### config.mk
export PLATFORM = sky130hd
export DESIGN_NAME = dshot_frame_tx
export DESIGN_NICKNAME = d
export VERILOG_FILES = /design/src/rtl/dshot_frame_tx.sv
export SDC_FILE = /design/constraint.sdc
export NUM_CORES = 1
export LEC_CHECK = 0
export ABC_CLOCK_PERIOD_IN_PS = 1600
export CORE_MARGIN = 4
export CORE_UTILIZATION = 45
export DETAILED_ROUTE_END_ITERATION = 12
export MAX_ROUTING_LAYER = met4
export PLACE_DENSITY_LB_ADDON = 0.3
export SLEW_MARGIN = 20
export SYNTH_ARGS = -nofsm -noshare
export SYNTH_HDL_FRONTEND = slang
export SYNTH_SLANG_ARGS = --single-unit
### constraint.sdc
create_clock -name clk_in -period 1.6 [get_ports clk_in]
set_input_delay 0.16 -clock clk_in [delete_from_list [all_inputs] [get_ports clk_in]]
set_output_delay 0.16 -clock clk_in [all_outputs]
set_load 0.05 [all_outputs]
### src/rtl/dshot_frame_tx.sv
// DShot frame transmitter: builds {throttle, telem, crc} and serialises it MSB-first,
// shaping each bit from the baud generator's half/quarter phases, then holds an idle gap.
module dshot_frame_tx #(
  parameter bit          INVERTED = 1'b0,
  parameter int unsigned GAP_BITS = 2
) (
  input  logic        clk_in,
  input  logic        reset,
  input  logic [10:0] throttle,
  input  logic        telem,
  input  logic        frame_valid,
  output logic        frame_ready,
  output logic        baud_enable,
  input  logic        bit_tick,
  input  logic        half_phase,
  input  logic        quarter_phase,
  output logic        dshot_out,
  output logic        busy,
  output logic        frame_done
);

  typedef enum logic [1:0] {
    ST_IDLE = 2'd0,
    ST_SEND = 2'd1,
    ST_GAP  = 2'd2
  } state_t;

  localparam logic       IDLE_LEVEL = INVERTED;
  localparam logic [3:0] GAP_LAST   = 4'(GAP_BITS - 1);

  state_t      state_q, state_d;
  logic [15:0] shift_q, shift_d;
  logic [3:0]  bit_idx_q, bit_idx_d;
  logic [3:0]  gap_cnt_q, gap_cnt_d;
  logic        baud_enable_q, baud_enable_d;
  logic        dshot_out_q, dshot_out_d;
  logic        frame_done_q, frame_done_d;
  logic        accept;
  logic        raw;

  function automatic logic [3:0] dshot_crc(input logic [11:0] v);
    logic [3:0] c;
    c = v[3:0] ^ v[7:4] ^ v[11:8];
    return INVERTED ? ~c : c;
  endfunction

  // The done cycle keeps ready low so a held frame_valid re-accepts one cycle later.
  assign frame_ready = (state_q == ST_IDLE) && !frame_done_q && !reset;
  assign accept      = frame_valid && frame_ready;
  assign baud_enable = baud_enable_q;
  assign dshot_out   = dshot_out_q;
  assign busy        = (state_q == ST_SEND) || (state_q == ST_GAP);
  assign frame_done  = frame_done_q;

  always_comb begin
    // NOTE: every signal gets a default before the case so no path leaves it unassigned (no latches).
    state_d       = state_q;
    shift_d       = shift_q;
    bit_idx_d     = bit_idx_q;
    gap_cnt_d     = gap_cnt_q;
    baud_enable_d = baud_enable_q;
    frame_done_d  = 1'b0;
    dshot_out_d   = IDLE_LEVEL;
    raw           = 1'b0;

    unique case (state_q)
      ST_IDLE: begin
        if (accept) begin
          shift_d       = {throttle, telem, dshot_crc({throttle, telem})};
          bit_idx_d     = 4'd0;
          baud_enable_d = 1'b1;
          state_d       = ST_SEND;
        end
      end
      ST_SEND: begin
        // 1-bit: high for quadrants 0-2; 0-bit: high for quadrant 0 only.
        raw         = shift_q[15] ? ~(half_phase & quarter_phase) : ~(half_phase | quarter_phase);
        dshot_out_d = raw ^ IDLE_LEVEL;
        if (bit_tick) begin
          shift_d   = {shift_q[14:0], 1'b0};
          bit_idx_d = bit_idx_q + 4'd1;
          if (bit_idx_q == 4'd15) begin
            gap_cnt_d = 4'd0;
            state_d   = ST_GAP;
          end
        end
      end
      ST_GAP: begin
        if (bit_tick) begin
          if (gap_cnt_q == GAP_LAST) begin
            baud_enable_d = 1'b0;
            frame_done_d  = 1'b1;
            state_d       = ST_IDLE;
          end else begin
            gap_cnt_d = gap_cnt_q + 4'd1;
          end
        end
      end
      default: state_d = ST_IDLE;
    endcase
  end

  always_ff @(posedge clk_in) begin
    if (reset) begin
      // NOTE: sequential state uses non-blocking assignments so all flops update together.
      state_q       <= ST_IDLE;
      shift_q       <= 16'h0000;
      bit_idx_q     <= 4'd0;
      gap_cnt_q     <= 4'd0;
      baud_enable_q <= 1'b0;
      dshot_out_q   <= IDLE_LEVEL;
      frame_done_q  <= 1'b0;
    end else begin
      state_q       <= state_d;
      shift_q       <= shift_d;
      bit_idx_q     <= bit_idx_d;
      gap_cnt_q     <= gap_cnt_d;
      baud_enable_q <= baud_enable_d;
      dshot_out_q   <= dshot_out_d;
      frame_done_q  <= frame_done_d;
    end
  end

endmodule
=== Word level (Yosys, flattened, before mapping) ===
Cells that the tools add are included.

* Add/sub/neg operators: 2
* Equal/unequal tests: 10
* Multiplexer cells: 23
* Bitwise gates (word level): 9
* Reduce and logical (&&, ||, !) cells: 16

{| class="wikitable"
|+ Operators with widths
! operator !! count
|-
| $mux 16 || 2
|-
| $pmux 16 s2 || 1
|-
| $mux 4 || 6
|-
| $pmux 4 s2 || 2
|-
| $mux 2 || 5
|-
| $reduce_and 5->1 || 2
|-
| $add 4x1->4 const B || 2
|-
| $ne 2x2->1 const B || 4
|-
| $xor 4x4->4 || 2
|-
| $pmux 2 s3 || 1
|-
| $reduce_bool 2->1 || 3
|-
| $mux 1 || 5
|-
| $not 1->1 || 5
|-
| $eq 4x1->1 const B || 1
|-
| $eq 4x4->1 const B || 1
|-
| $ne 2x1->1 const B || 2
|-
| $reduce_and 4->1 || 1
|-
| $logic_and 1x1->1 || 3
|-
| $reduce_and 3->1 || 1
|-
| $reduce_or 3->1 || 1
|-
| $eq 2x1->1 const B || 1
|-
| $eq 2x2->1 const B || 1
|-
| $logic_not 1->1 || 2
|-
| $logic_not 2->1 || 1
|-
| other kinds (5) || 5
|}

* Bits in registers: 29

=== Longest topological paths before layout ===
* Depth after elaboration: 6
* Depth in mapped cells: 7
* Gate-level depth less buffers: 6

=== Worst setup path before layout ===
OpenSTA, ideal clock, no wires.

* Path type: reg-to-output
* Start point: register state_q[0]
* End point: output port frame_ready
* Arrival: 1.869 ns
* Slack: -0.429 ns
* Stages on the path, launching flop included: 4
* Buffers on the path: 0
* Cells stage by stage: dfxtp_1 > inv_1 > ha_1 > nor3b_1

* Longest elaborated chain between the ends: 3

{| class="wikitable"
|+ Ends and longest elaborated chain
! element !! RTL line !! source
|-
| start, declared || 31 || <nowiki>state_t state_q, state_d;</nowiki>
|-
| start signal, assigned || 114 || <nowiki>state_q <= state_d;</nowiki>
|-
| $logic_not 2->1 || 48 || <nowiki>assign frame_ready = (state_q == ST_IDLE) && !frame_done_q && !reset;</nowiki>
|-
| $logic_and 1x1->1 (2 in a row) || 48 ||
|-
| end, declared || 12 || <nowiki>output logic frame_ready,</nowiki>
|}

No other way between the ends.

=== Final worst setup path ===
* Start point: register gap_cnt_q[1]
* End point: register state_q[1]

* Longest elaborated chain between the ends: 3

{| class="wikitable"
|+ Ends and longest elaborated chain
! element !! RTL line !! source
|-
| start, declared || 34 || <nowiki>logic [3:0] gap_cnt_q, gap_cnt_d;</nowiki>
|-
| start signal, assigned || 117 || <nowiki>gap_cnt_q <= gap_cnt_d;</nowiki>
|-
| $eq 4x1->1 || 90 || <nowiki>if (gap_cnt_q == GAP_LAST) begin</nowiki>
|-
| $ne 2x1->1 (no source line) || n/a ||
|-
| $reduce_and 5->1 (no source line) || n/a ||
|}

No other way between the ends.
A chain may end at the register's enable or synchronous reset.

==> impl_metrics.ini <==
[worst_setup_path]
r2r_slack_ns = -0.05
cp_max_fo = 3
arrival_ns = 1.86
worstPathCellList = inv_1 > ha_1 > nand4bb_1 > a222oi_1 > buf_4 > mux2i_1 > nor2_1
slowest_delay_ns = 0.35
setup.worst_path.end_class = flip-flop
cp-start-kind = flip-flop
worstSetupPathType = flip-flop to flip-flop
cpMaxStageDelayCell = a222oi_1
worstPathRequired_ns = 1.80

[cts]
clock_latency_ns = 0.33
cts.htree.levels = 2
hold_buffers = 0
cts_tree = built
clk_pin_slew_ns = 0.10
clock_path_buffers = 2
numCtsBuffers = 5
root_buffer = clkbuf_4
clock_sinks = 29

[power]
power_density_nw_per_um2 = 1680
p_leak_nw = 0.896
vdd_drop_max_uv = 1210

[finish]
drive_gt1_frac = 0.410
diodes = 0
area_growth_pct = 51.4
nFillCells = 255
finalNetCount = 246

[placed_design]
dp_hpwl_mm = 2.49
gp_congestion = 0.827
port_buffers = 22
post-place-ws_ns = -0.271

[timing]
worst_slack_ns = -0.0550
rsz0062_at_grt = yes
relSlewSlack = 0.704
finalSetupViolCount = 6
clock_skew_ns = 0.00895
max_freq_mhz = 604
worst_pin_slew_ns = 0.443
drv_slew = 0
hold_viol_final = 0
finalCritPeriodShare = 1.03
fin_hold_ws_ns = 0.508
period_needed_ns = 1.65

[floorplan]
rows = 21
die_y_um = 67.4
die_w_um = 67.4
core-area_sq_um = 3360
ios = 23
dieArea_sq_um = 4540
start_util = 0.472

[global_routing]
grt_max_degree = 33
grt_pass1_wl_mm = 5.71
track_usage = 0.175
overflow = 0
antenna_found_initial = 0
grt_pass1_vias = 1260

[route]
drt_wl_total_mm = 3.98
ant_nets = 0
first_pass_iters = 4
via_count = 1418
drt_iter0_drc = 55
wire_per_inst_um = 14.9
drt-vias-per-instance = 5.29
drc_errors = 0

[synthesis]
syn_area_per_cell_sq_um = 9.85
yosys.area.top_type = dfxtp_1
synth.distinct_cells = 35
synth_seq_area_share = 0.366
yosysWarnings = 0
ys_ff_latch = 29
synth_area_leaders = dfxtp_1, mux2i_1, a211oi_2
syn_inst = 161
yosys.area.top_type_share = 0.366
syn_nets = 186
synth_area_sq_um = 1590

[status]
status = finished, violations left
violations = setup timing

[worst_hold_path]
hold_class = input port to flip-flop

[flow_run]
drv_cap = 0
-- path summary, 6_finish.rpt --
| path | cells after the start | end | start |
|---|---|---|---|
| hold reg to reg | 2 | shift_q[0]$_SDFFE_PP0P_ | shift_q[0]$_SDFFE_PP0P_ |
| setup / recovery | 7 | state_q[1]$_SDFFE_PP0P_ | gap_cnt_q[1]$_SDFFE_PP0P_ |
| setup reg to reg | 7 | state_q[1]$_SDFFE_PP0P_ | gap_cnt_q[1]$_SDFFE_PP0P_ |
| hold / removal | 3 | dshot_out$_SDFF_PP0_ | quarter_phase |
-- cells in the mapped netlist --
| library cell | count |
|---|---|
| buf_2 | 2 |
| maj3_1 | 1 |
| or3b_2 | 1 |
| nand3_1 | 4 |
| a21oi_4 | 1 |
| inv_1 | 6 |
| xor2_1 | 1 |
| and2_1 | 1 |
| xnor2_1 | 6 |
| nor2b_1 | 2 |
| clkbuf_1 | 6 |
| nand4_1 | 1 |
| a211o_1 | 1 |
| buf_4 | 2 |
| a221oi_1 | 2 |
| o41ai_1 | 1 |
| nand4bb_1 | 1 |
| nor2_1 | 20 |
| nand3b_1 | 1 |
| dfxtp_1 | 29 |
| a311oi_1 | 2 |
| ha_1 | 7 |
| nor3b_1 | 4 |
| a41oi_1 | 1 |
| a2111oi_0 | 1 |
| mux2_2 | 1 |
| or3b_4 | 1 |
| nand2b_1 | 5 |
| a211oi_2 | 14 |
| o31ai_1 | 1 |
| a222oi_1 | 1 |
| a21oi_1 | 8 |
| a211oi_1 | 1 |
| mux2i_1 | 20 |
| nand2_1 | 5 |
-- state kept, by name, summed over array words and instances, names as in the netlist --
name	cells
shift_q	16
gap_cnt_q	4
state_q	2
baud_enable	1
frame_done	1
bit_idx_q	4
dshot_out	1
-- routing by layer --
layer,GRT usage,share of wire
met3,0.0549,0.039
met4,0.0532,0.016
met2,0.287,0.51
met5,-,0
met1,0.204,0.44
-- cell type report --
class	instances	area (sq um)	area share
flip-flops and latches	29	592	0.246
well taps	46	57.6	0.0240
clock inverters	2	10.0	0.00417
clock buffers	6	41.3	0.0172
repair buffers	63	633	0.264
inverters	6	27.5	0.0115
multi-input cells	116	1040	0.433
-- repair_timing --
| item | CTS | global route |
|---|---|---|
| setup endpoints to repair | 9 | 11 |
| gates resized for setup | 19 | 21 |
| pin swaps | 3 | 8 |
| setup buffers | 4 | 10 |
| gates cloned | 0 | 2 |
-- report_power, final --
group | internal (mW) | switching (mW) | leakage, nW
Clock | 0.167 | 0.257 | 0.0320
Sequential | 0.925 | 0.123 | 0.241
Combinational | 1.42 | 1.16 | 0.624
-- through the flow --
stage | total power [mW] | utilization | setup TNS, ns | instance area [sq um] | instances
after floorplan | 2.28 | - | -0.000967 | 1620 | 161
after global placement | 2.82 | 0.608 | -3.38 | 2040 | 244
after detailed placement | 2.89 | 0.608 | -4.55 | 2040 | 244
after CTS | 3.44 | 0.653 | -0.125 | 2200 | 256
after global routing | 4.28 | 0.714 | -1.67 | 2400 | 268
final | 4.04 | 0.714 | -0.206 | 2400 | 268
-- cell families (layout without fill, tap and decap cells) --
kind of cell    after synthesis  count (layout)  share of synthesized area
xor+xnor                      7               7                     0.0386
fa+ha+maj                     8               8                     0.0615
mux                          21              21                      0.133
buf+inv                      16              77                     0.0442
simple gates                 46              46                      0.151
flops                        29              29                      0.366
compound gates               34              34                      0.206
-- critical path: cells and delay by family, from the launching register on --
family	cells	cell delay, ns
AO/OA/AOI/OAI	1	0.35
flip-flops	1	0.32
buffers and inverters	2	0.25
adder cells (fa/ha/maj)	1	0.22
AND/OR/NAND/NOR	2	0.20
multiplexers	1	0.20
-- layout by cell type (no fill, tap or decap), types with 4 or more instances in the layout --
cell,instances
nor2_1,16
inv_1,4
buf_4,30
buf_6,10
a211oi_2,14
xnor2_1,6
mux2i_1,19
nand3_1,4
a21oi_1,8
nand2_1,5
clkdlybuf4s50_1,17
nand2b_1,5
nor2_2,4
dfxtp_1,24
clkbuf_4,5
No activity file was read; power rests on OpenSTA's default activity.
